$ cat src/rtl/pipe_pkg.sv
// Shared types and constants for the pipe_issue fetch/issue stage:
// instruction layout, func codes, NOP encoding and FSM state type.
package pipe_pkg;

  localparam int INSTR_W  = 24;
  localparam int FUNC_W   = 4;
  localparam int REG_W    = 4;
  localparam int ADDR_W   = 8;
  localparam int FUNC_LSB = 20;
  localparam int RD_LSB   = 16;
  localparam int RS1_LSB  = 12;
  localparam int RS2_LSB  = 8;
  localparam int ADDR_LSB = 0;

  localparam logic [FUNC_W-1:0] FUNC_OP0  = 4'd0;
  localparam logic [FUNC_W-1:0] FUNC_OP1  = 4'd1;
  localparam logic [FUNC_W-1:0] FUNC_OP2  = 4'd2;
  localparam logic [FUNC_W-1:0] FUNC_OP3  = 4'd3;
  localparam logic [FUNC_W-1:0] FUNC_OP4  = 4'd4;
  localparam logic [FUNC_W-1:0] FUNC_OP5  = 4'd5;
  localparam logic [FUNC_W-1:0] FUNC_OP6  = 4'd6;
  localparam logic [FUNC_W-1:0] FUNC_OP7  = 4'd7;
  localparam logic [FUNC_W-1:0] FUNC_OP8  = 4'd8;
  localparam logic [FUNC_W-1:0] FUNC_OP9  = 4'd9;
  localparam logic [FUNC_W-1:0] FUNC_OP10 = 4'd10;
  localparam logic [FUNC_W-1:0] FUNC_OP11 = 4'd11;
  localparam logic [FUNC_W-1:0] FUNC_HALT = 4'hF;

  // A bubble passes register 0 through to the reserved scratch address.
  localparam logic [FUNC_W-1:0] NOP_FUNC         = FUNC_OP3;
  localparam logic [REG_W-1:0]  NOP_REG          = 4'd0;
  localparam logic [ADDR_W-1:0] NOP_ADDR_DEFAULT = 8'hFF;

  typedef enum logic [1:0] {IDLE, RUN, DRAIN, DONE} state_t;

  typedef struct packed {
    logic [FUNC_W-1:0] func;
    logic [REG_W-1:0]  rd;
    logic [REG_W-1:0]  rs1;
    logic [REG_W-1:0]  rs2;
    logic [ADDR_W-1:0] addr;
  } instr_t;

  function automatic instr_t nopInstr(input logic [ADDR_W-1:0] nopAddr);
    instr_t n;
    n.func = NOP_FUNC;
    n.rd   = NOP_REG;
    n.rs1  = NOP_REG;
    n.rs2  = NOP_REG;
    n.addr = nopAddr;
    return n;
  endfunction

endpackage

$ cat src/rtl/pipe_issue_if.sv
// Programming/control inputs and decoded issue outputs of pipe_issue.
// PIPE_ISSUE_STATS_EN adds the issue/stall counter signals.
interface pipe_issue_if #(parameter int AW = 6);
  logic          prog_we;
  logic [AW-1:0] prog_addr;
  logic [23:0]   prog_data;
  logic          start;
  logic [AW-1:0] start_pc;
  logic          stop;
  logic [3:0]    rs1;
  logic [3:0]    rs2;
  logic [3:0]    rd;
  logic [3:0]    func;
  logic [7:0]    addr;
  logic          issue_vld;
  logic          busy;
  logic          done;
  logic [AW-1:0] pc;
`ifdef PIPE_ISSUE_STATS_EN
  logic [15:0]   issue_cnt;
  logic [15:0]   stall_cnt;

  modport master (output prog_we, prog_addr, prog_data, start, start_pc, stop,
                  input  rs1, rs2, rd, func, addr, issue_vld, busy, done, pc,
                         issue_cnt, stall_cnt);
  modport slave  (input  prog_we, prog_addr, prog_data, start, start_pc, stop,
                  output rs1, rs2, rd, func, addr, issue_vld, busy, done, pc,
                         issue_cnt, stall_cnt);
`else
  modport master (output prog_we, prog_addr, prog_data, start, start_pc, stop,
                  input  rs1, rs2, rd, func, addr, issue_vld, busy, done, pc);
  modport slave  (input  prog_we, prog_addr, prog_data, start, start_pc, stop,
                  output rs1, rs2, rd, func, addr, issue_vld, busy, done, pc);
`endif
endinterface

$ cat src/rtl/pipe_scoreboard.sv
// Shift register of the most recent issue slots {valid, rd}; flags a match
// against either source register of the instruction being fetched.
module pipe_scoreboard #(
  parameter int DEPTH = 2
) (
  input  logic       clk1,
  input  logic       rst_n,
  input  logic       push_i,
  input  logic       clear_i,
  input  logic       pushVld_i,
  input  logic [3:0] pushRd_i,
  input  logic [3:0] rs1_i,
  input  logic [3:0] rs2_i,
  output logic       match_o
);

  logic [DEPTH-1:0] vld_q;
  logic [3:0]       rd_q [DEPTH];

  // Entry 0 is the newest slot.
  always_ff @(posedge clk1 or negedge rst_n) begin
    if (!rst_n) begin
      vld_q <= '0;
      for (int i = 0; i < DEPTH; i++) rd_q[i] <= '0;
    end else if (clear_i) begin
      vld_q <= '0;
      for (int i = 0; i < DEPTH; i++) rd_q[i] <= '0;
    end else if (push_i) begin
      for (int i = DEPTH - 1; i > 0; i--) begin
        vld_q[i] <= vld_q[i-1];
        rd_q[i]  <= rd_q[i-1];
      end
      vld_q[0] <= pushVld_i;
      rd_q[0]  <= pushRd_i;
    end
  end

  always_comb begin
    match_o = 1'b0;
    for (int i = 0; i < DEPTH; i++) begin
      if (vld_q[i] && ((rd_q[i] == rs1_i) || (rd_q[i] == rs2_i))) match_o = 1'b1;
    end
  end

endmodule

$ cat src/rtl/pipe_issue.sv
// Fetch/issue stage: steps a PC through program memory, decodes, and inserts
// NOP bubbles on RAW hazards. Define PIPE_ISSUE_STATS_EN for issue/stall counters.
module pipe_issue
  import pipe_pkg::*;
#(
  parameter int         AW        = 6,
  parameter int         HAZ_DEPTH = 2,
  parameter logic [7:0] NOP_ADDR  = NOP_ADDR_DEFAULT
) (
  input logic         clk1,
  input logic         rst_n,
  pipe_issue_if.slave bus
);

  localparam logic [1:0] DRAIN_LAST = 2'(HAZ_DEPTH - 1);

  logic [INSTR_W-1:0] mem [2**AW];

  state_t        state_q, state_d;
  logic [AW-1:0] pc_q, pc_d;
  instr_t        out_q, out_d;
  logic          vld_q, vld_d;
  logic [1:0]    drainCnt_q, drainCnt_d;
  instr_t        fetch;
  logic          busy;
  logic          hazard;
  logic          sbPush;
  logic          sbClear;

  assign busy  = (state_q == RUN) || (state_q == DRAIN);
  assign fetch = instr_t'(mem[pc_q]);

  always_ff @(posedge clk1) begin
    if (bus.prog_we && !busy) mem[bus.prog_addr] <= bus.prog_data;
  end

  pipe_scoreboard #(.DEPTH(HAZ_DEPTH)) u_sb (
    .clk1      (clk1),
    .rst_n     (rst_n),
    .push_i    (sbPush),
    .clear_i   (sbClear),
    .pushVld_i (vld_d),
    .pushRd_i  (out_d.rd),
    .rs1_i     (fetch.rs1),
    .rs2_i     (fetch.rs2),
    .match_o   (hazard)
  );

  always_ff @(posedge clk1 or negedge rst_n) begin
    if (!rst_n) state_q <= IDLE;
    else        state_q <= state_d;
  end

  // stop outranks hazard and HALT; a stalled HALT is only recognised once clear.
  always_comb begin
    state_d = state_q;
    case (state_q)
      IDLE, DONE: if (bus.start) state_d = RUN;
      RUN: begin
        if (bus.stop)                            state_d = IDLE;
        else if (!hazard && fetch.func == FUNC_HALT) state_d = DRAIN;
      end
      DRAIN: begin
        if (bus.stop)                      state_d = IDLE;
        else if (drainCnt_q == DRAIN_LAST) state_d = DONE;
      end
      default: state_d = IDLE;
    endcase
  end

  always_comb begin
    out_d      = nopInstr(NOP_ADDR);
    vld_d      = 1'b0;
    pc_d       = pc_q;
    drainCnt_d = '0;
    sbPush     = 1'b0;
    sbClear    = 1'b0;
    case (state_q)
      IDLE, DONE: begin
        if (bus.start) begin
          pc_d    = bus.start_pc;
          sbClear = 1'b1;
        end
      end
      RUN: begin
        if (bus.stop) begin
          sbClear = 1'b1;
        end else begin
          sbPush = 1'b1;
          if (!hazard && fetch.func != FUNC_HALT) begin
            out_d = fetch;
            vld_d = 1'b1;
            pc_d  = pc_q + 1'b1;
          end
        end
      end
      DRAIN: begin
        if (bus.stop) begin
          sbClear = 1'b1;
        end else begin
          sbPush     = 1'b1;
          drainCnt_d = drainCnt_q + 1'b1;
        end
      end
      default: ;
    endcase
  end

  always_ff @(posedge clk1 or negedge rst_n) begin
    if (!rst_n) begin
      pc_q       <= '0;
      out_q      <= nopInstr(NOP_ADDR);
      vld_q      <= 1'b0;
      drainCnt_q <= '0;
    end else begin
      pc_q       <= pc_d;
      out_q      <= out_d;
      vld_q      <= vld_d;
      drainCnt_q <= drainCnt_d;
    end
  end

  assign bus.rs1       = out_q.rs1;
  assign bus.rs2       = out_q.rs2;
  assign bus.rd        = out_q.rd;
  assign bus.func      = out_q.func;
  assign bus.addr      = out_q.addr;
  assign bus.issue_vld = vld_q;
  assign bus.busy      = busy;
  assign bus.done      = (state_q == DONE);
  assign bus.pc        = pc_q;

`ifdef PIPE_ISSUE_STATS_EN
  logic [15:0] issueCnt_q;
  logic [15:0] stallCnt_q;
  logic        startGo;
  logic        stallEvt;

  assign startGo  = bus.start && !busy;
  assign stallEvt = (state_q == RUN) && !bus.stop && hazard;

  // Only hazard bubbles count as stalls; HALT and DRAIN NOPs do not.
  always_ff @(posedge clk1 or negedge rst_n) begin
    if (!rst_n) begin
      issueCnt_q <= '0;
      stallCnt_q <= '0;
    end else if (startGo) begin
      issueCnt_q <= '0;
      stallCnt_q <= '0;
    end else begin
      if (vld_d && issueCnt_q != 16'hFFFF)    issueCnt_q <= issueCnt_q + 16'd1;
      if (stallEvt && stallCnt_q != 16'hFFFF) stallCnt_q <= stallCnt_q + 16'd1;
    end
  end

  assign bus.issue_cnt = issueCnt_q;
  assign bus.stall_cnt = stallCnt_q;
`endif

endmodule

$ cat src/flat_wrapper.sv
// flat-port wrapper written by rule: the top's interface ports become plain ports
module pipe_issue_flat import pipe_pkg::*;
#(
  parameter int         AW        = 6,
  parameter int         HAZ_DEPTH = 2,
  parameter logic [7:0] NOP_ADDR  = NOP_ADDR_DEFAULT
)
  (clk1, rst_n, bus_prog_we, bus_prog_addr, bus_prog_data, bus_start, bus_start_pc, bus_stop, bus_rs1, bus_rs2, bus_rd, bus_func, bus_addr, bus_issue_vld, bus_busy, bus_done, bus_pc);
  pipe_issue_if #(.AW(AW)) bus_i ();
  input logic clk1;
  input logic rst_n;
  input wire logic [$bits(bus_i.prog_we)-1:0] bus_prog_we;
  input wire logic [$bits(bus_i.prog_addr)-1:0] bus_prog_addr;
  input wire logic [$bits(bus_i.prog_data)-1:0] bus_prog_data;
  input wire logic [$bits(bus_i.start)-1:0] bus_start;
  input wire logic [$bits(bus_i.start_pc)-1:0] bus_start_pc;
  input wire logic [$bits(bus_i.stop)-1:0] bus_stop;
  output wire logic [$bits(bus_i.rs1)-1:0] bus_rs1;
  output wire logic [$bits(bus_i.rs2)-1:0] bus_rs2;
  output wire logic [$bits(bus_i.rd)-1:0] bus_rd;
  output wire logic [$bits(bus_i.func)-1:0] bus_func;
  output wire logic [$bits(bus_i.addr)-1:0] bus_addr;
  output wire logic [$bits(bus_i.issue_vld)-1:0] bus_issue_vld;
  output wire logic [$bits(bus_i.busy)-1:0] bus_busy;
  output wire logic [$bits(bus_i.done)-1:0] bus_done;
  output wire logic [$bits(bus_i.pc)-1:0] bus_pc;
  assign bus_i.prog_we = bus_prog_we;
  assign bus_i.prog_addr = bus_prog_addr;
  assign bus_i.prog_data = bus_prog_data;
  assign bus_i.start = bus_start;
  assign bus_i.start_pc = bus_start_pc;
  assign bus_i.stop = bus_stop;
  assign bus_rs1 = bus_i.rs1;
  assign bus_rs2 = bus_i.rs2;
  assign bus_rd = bus_i.rd;
  assign bus_func = bus_i.func;
  assign bus_addr = bus_i.addr;
  assign bus_issue_vld = bus_i.issue_vld;
  assign bus_busy = bus_i.busy;
  assign bus_done = bus_i.done;
  assign bus_pc = bus_i.pc;
  pipe_issue #(.AW(AW), .HAZ_DEPTH(HAZ_DEPTH), .NOP_ADDR(NOP_ADDR)) u_core (.clk1(clk1), .rst_n(rst_n), .bus(bus_i));
endmodule
$ cat config.mk
export PLATFORM = sky130hd
export DESIGN_NAME = pipe_issue_flat
export DESIGN_NICKNAME = d
export VERILOG_FILES = /design/src/rtl/pipe_pkg.sv /design/src/rtl/pipe_issue_if.sv /design/src/rtl/pipe_scoreboard.sv /design/src/rtl/pipe_issue.sv /design/src/flat_wrapper.sv
export SDC_FILE = /design/constraint.sdc
export NUM_CORES = 2
export LEC_CHECK = 0
export BUFFER_PORTS_ARGS = -buffer_cell sky130_fd_sc_hd__buf_2
export CAP_MARGIN = 20
export CORE_MARGIN = 2
export CORE_UTILIZATION = 43
export DETAILED_ROUTE_END_ITERATION = 7
export PLACE_DENSITY = 0.65
export SYNTH_ARGS = -nofsm -noshare
export SYNTH_HDL_FRONTEND = slang
export SYNTH_HIERARCHICAL = 1
export SYNTH_SLANG_ARGS = --single-unit
$ cat constraint.sdc
create_clock -name clk1 -period 4.78 [get_ports clk1]
set_input_delay 0.956 -clock clk1 [delete_from_list [all_inputs] [get_ports clk1]]
set_output_delay 0.956 -clock clk1 [all_outputs]
set_load 0.005 [all_outputs]
* After elaboration in Yosys (flattened, before gate mapping)
Memory sizes are Yosys's and may differ from the RTL's.
Index checks and enable logic that the tools add are counted.
** Storage, ports and cells
- Register bits :: 45
- Memory bits (writable) :: 1536
- Input bits :: 41
- Memories kept :: 1
** Memories
- u_core.mem :: words 64, bits a word 24, read ports 1, clocked after memory_dff 0, write ports 1, line pipe_issue.sv:17 : logic [INSTR_W-1:0] mem [2**AW];
** Cells by class
- Add/sub/neg operators :: 2
- Eq/ne operators :: 15
- Mux-type cells :: 31
- Reduce and logical (&&, ||, !) cells :: 17
** Operator list (count)
- $mux W24 :: 3
- $mux W2 :: 9
- $mux W6 :: 3
- $eq A4 B4 Y1 :: 4
- $mux W8 :: 2
- $pmux W6 S2 :: 1
- $mux W1 :: 11
- $add A6 B1 Y6 const B :: 1
- $ne A2 B2 Y1 const B :: 3
- $ne A3 B3 Y1 const B :: 2
- $pmux W2 S3 :: 1
- $logic_and A1 B1 Y1 :: 5
- $eq A2 B1 Y1 const B :: 2
- $eq A2 B2 Y1 const B :: 2
- $eq A4 B4 Y1 const B :: 1
- $ne A4 B4 Y1 const B :: 1
- $reduce_and A4 Y1 :: 1
- $reduce_bool A2 Y1 :: 2
- $reduce_or A2 Y1 :: 2
- $logic_or A1 B1 Y1 :: 3
- $reduce_and A3 Y1 :: 1
- $add A2 B1 Y2 const B :: 1
- $logic_not A1 Y1 :: 2
- $logic_not A2 Y1 :: 1
- $pmux W1 S2 :: 1

* Depth between registers and ports, before layout
An unclocked memory read counts as a cell.
- Depth in word-level cells :: 13
- Mapped depth :: 19
- Gate-level depth less buffers :: 13

* Hierarchy
The synthesis kept the hierarchy.
** Modules (own cells, without submodules)
- pipe_issue :: times used 1, cells an instance 2458, area each 60131.4 µm²
- pipe_scoreboard :: times used 1, cells an instance 55, area each 575.6 µm²

* Worst setup path after synthesis
Ideal clock, no wire load.
- Path type :: register to register
- From :: register u_core.pc_q[1] (netlist: u_core/bus.pc[1])
- To :: register u_core.pc_q[1] (netlist: u_core/bus.pc[1])
- Library setup time :: 0.125 ns
- Arrival time :: 4.380 ns
- Required time :: 4.655 ns
- Setup slack :: 0.276 ns
- Cell stages (with the launch flop) :: 18
- Path buffers :: 5
- Clock period less this slack :: 4.504 ns
- Path through :: dfrtp_1 -> buf_2 -> buf_6 -> buf_2 -> clkbuf_1 -> buf_2 -> mux4_2 -> mux4_2 -> mux4_2 -> xor2_1 -> nor4_1 -> o21ai_0 -> nand2_1 -> nor2b_1 -> o21ai_4 -> inv_1 -> o21ai_0 -> mux2_2
** RTL lines
- start: declaration :: line pipe_issue.sv:20 : logic [AW-1:0] pc_q, pc_d;
- start signal: assignment :: line pipe_issue.sv:116 : pc_q <= pc_d;

==> impl_metrics.py <==
metrics = {
    "detailed_routing": {
        "wirelength_mm": 153,
        "drt_iter0_drc": 3875,
        "wl_per_cell_um": 31.9,
        "dr.pass1.iters": 7,
        "vias": 28552,
        "postRouteAntennaNets": 0,
        "drc": 0,
        "avgViaCountPerCell": 5.96,
    },
    "yosys": {
        "ys_seq_elements": 1581,
        "avgSynthCellArea_um2": 24.2,
        "ys_seq_area_share_pct": 77.9,
        "synth_common_cells": "1536 x edfxtp_1, 476 x mux4_2, 90 x nor2_1",
        "synth_cell_types": 52,
        "yosysWarnings": 6,
        "synth_edf_count": 1536,
        "synth.most_common_cell": "edfxtp_1",
        "synth.largest_area_cell": "edfxtp_1",
        "syn_inst": 2513,
        "synth_fp_nets": 2559,
        "syn_area_um2": 60700,
        "netlist.area_leader.share_pct": 76.0,
        "ys.flop_type": "edfxtp_1",
        "postSynth.asyncResetShare_pct": 2.85,
        "synth.area.top_cells": "edfxtp_1 76%, mux4_2 18%, dfrtp_1 1.4%, mux2i_1 0.61%, nor2_1 0.56%",
    },
    "power_and_ir_drop": {
        "peakVddDrop_mv": 0.453,
        "p_per_area_nw_per_um2": 562,
        "p_leak_nw": 22.0,
        "p_total_mw": 39.3,
    },
    "cells_and_area": {
        "syn2layout_area_growth_pct": 15.2,
        "drive_above_1_share_pct": 35.8,
        "fin_nets": 2834,
        "fillCellCount": 10848,
    },
    "clock_network": {
        "cts-resized-gates": 0,
        "numCtsBuffers": 157,
        "cts_tree": "done",
        "clkLatencyLatePin_ns": 0.80,
        "h-tree-depth": 4,
        "cts_setup_buffers": 0,
        "clkTransAtPathRegs_ns": 0.06,
        "postCtsHoldBufs": 0,
        "cts_root_buf": "clkbuf_16",
        "cts_sinks": 1581,
        "cts_buffer_depth": 3,
    },
    "placed_design": {
        "dp_hpwl_mm": 88.6,
        "port_buffers": 73,
        "gp_congestion": 0.862,
    },
    "floorplanning": {
        "core_um2": 140000,
        "dieArea_um2": 144000,
        "fp.dieW_um": 380,
        "die_y_um": 380,
        "io_pins": 74,
        "start_util_pct": 43.4,
        "rows": 137,
    },
    "flow_run": {
        "drv_cap": 0,
    },
    "timing": {
        "rsz0062_at_grt": "no",
        "tightestPinTransition_ns": 1.08,
        "hold_viol": 0,
        "finClkSkew_ns": 0.0459,
        "setup_viol": 0,
        "period_share_pct": 94.8,
        "fmax_mhz": 221,
        "slew_headroom_pct": 27.8,
        "drv_slew": 0,
        "fin_crit_ns": 4.53,
        "tns_ns": 0,
    },
    "critical_path": {
        "required_ns": 5.46,
        "crit_path_end_kind": "register",
        "worstPathArrival_ns": 5.21,
        "path_cells": "buf_12, mux4_2, mux4_2, mux4_2, xor2_1, nor4_1, o21ai_0, nand2_1, nor2b_1, o21ai_4, inv_1, o21ai_0, mux2_2",
        "crit_type": "register to register",
        "critPathMaxFanout": 51,
        "max_stage_delay_ns": 0.59,
        "cpMaxStageDelayCell": "mux4_2",
        "crit_top_cell": "mux4_2",
        "start_kind": "register",
        "crit_buf_inv": 2,
        "path_delay_family": "multiplexers",
    },
    "global_routing": {
        "grt_start_max_net_pins": 65,
        "grt_pass1_vias": 29033,
        "antenna_found_initial": 16,
        "gr-total-overflow": 0,
        "track_usage_pct": 21.2,
        "grt_pass1_wl_mm": 216,
    },
    "run_status": {
        "outcome": "completed",
    },
    "hold_path": {
        "min-delay-path-class": "input pin to async pin",
    },
}
==> registers in the layout (all words and copies together), names as in the netlist, 4 cells and up <==
register / flops
u_core/u_sb/rd_q: 8
u_core/bus.addr: 8
u_core/bus.func: 4
u_core/mem: 1536
u_core/bus.rs1: 4
u_core/bus.pc: 6
u_core/bus.rd: 4
u_core/bus.rs2: 4
==> kinds of logic after synthesis <==
group                      after synthesis  share of synthesized area [%]
buffers and inverters                  138                           1.21
AOI/OAI and AO/OA                       69                          0.771
adders and majority gates                5                          0.103
DFF                                   1581                           77.9
and+or+nand+nor                        182                           1.37
muxes                                  522                           18.5
xor gates and xnor gates                16                          0.231
==> power breakdown <==
group          switching (mW)  internal [mW]
registers               0.363           15.4
clock network            5.22           7.11
logic                    5.86           5.32
total                    11.5           27.9
==> cell usage in the layout, fill, tap and decap left out, types with 8 or more instances in the layout <==
master and instances:
clkinv_1 20, clkinv_2 29, buf_12 30, xor2_1 16, dfstp_2 10, o21ai_0 19
inv_1 8, nor2_2 39, mux2_2 8, dfrtp_1 30, mux2i_1 37, clkbuf_16 158
bufinv_16 16, mux4_2 476, nand2_1 29, nor2_1 26, nand2b_1 11, clkbuf_1 33
nor2_4 25, edfxtp_1 1536, buf_2 73, a21oi_1 12, nand3_1 13, and2_1 13
buf_4 141
==> metal layers <==
layer	share of wire, %	vias up	GRT usage (%)
met5	0.059	-	0
met4	2.7	14	6.30
met3	8.7	234	4.21
met2	49	1419	34.3
met1	39	15548	29.4
li1	-	11337	-
==> final timing paths <==
kind / from / endpoint / slack [ns] / cells after the start
max in group asynchronous: rst_n / u_core/bus.pc[1] / 3.88 / 2
setup reg to reg: u_core/bus.pc[0] / u_core/bus.pc[1] / 0.25 / 13
hold reg to reg: u_core/drainCnt_q[0] / u_core/drainCnt_q[0] / 0.44 / 1
hold / removal: rst_n / u_core/bus.func[3] / 0.30 / 2
setup / recovery: u_core/bus.pc[0] / u_core/bus.pc[1] / 0.25 / 13
min in group clk1: u_core/drainCnt_q[0] / u_core/drainCnt_q[0] / 0.44 / 1
==> area by class of cell <==
type / instances / area, um2 / share of cell area, %
inverter: 9 / 38.8 / 0.0555
clock buffer: 198 / 4170 / 5.97
tap: 1876 / 2350 / 3.36
multi-input combinational: 794 / 13000 / 18.6
clock inverter: 85 / 1020 / 1.46
timing repair buffer: 245 / 2050 / 2.93
sequential: 1581 / 47300 / 67.6
antenna: 4 / 10.0 / 0.0143
==> per-stage QoR <==
step                setup WS (ns)  cells  util, %  hold WS (ns)  instance area (um2)
global route                0.119   4789     50.0         0.336                69900
global placement            0.283   4490     46.0         0.424                64400
detailed placement          0.310   4490     46.0         0.430                64400
finish                      0.250   4792     50.0         0.296                69900
CTS                         0.272   4773     49.8         0.285                69600
floorplan                   0.276   2513        -         0.410                60700
Power figures use the tool's default switching activity.
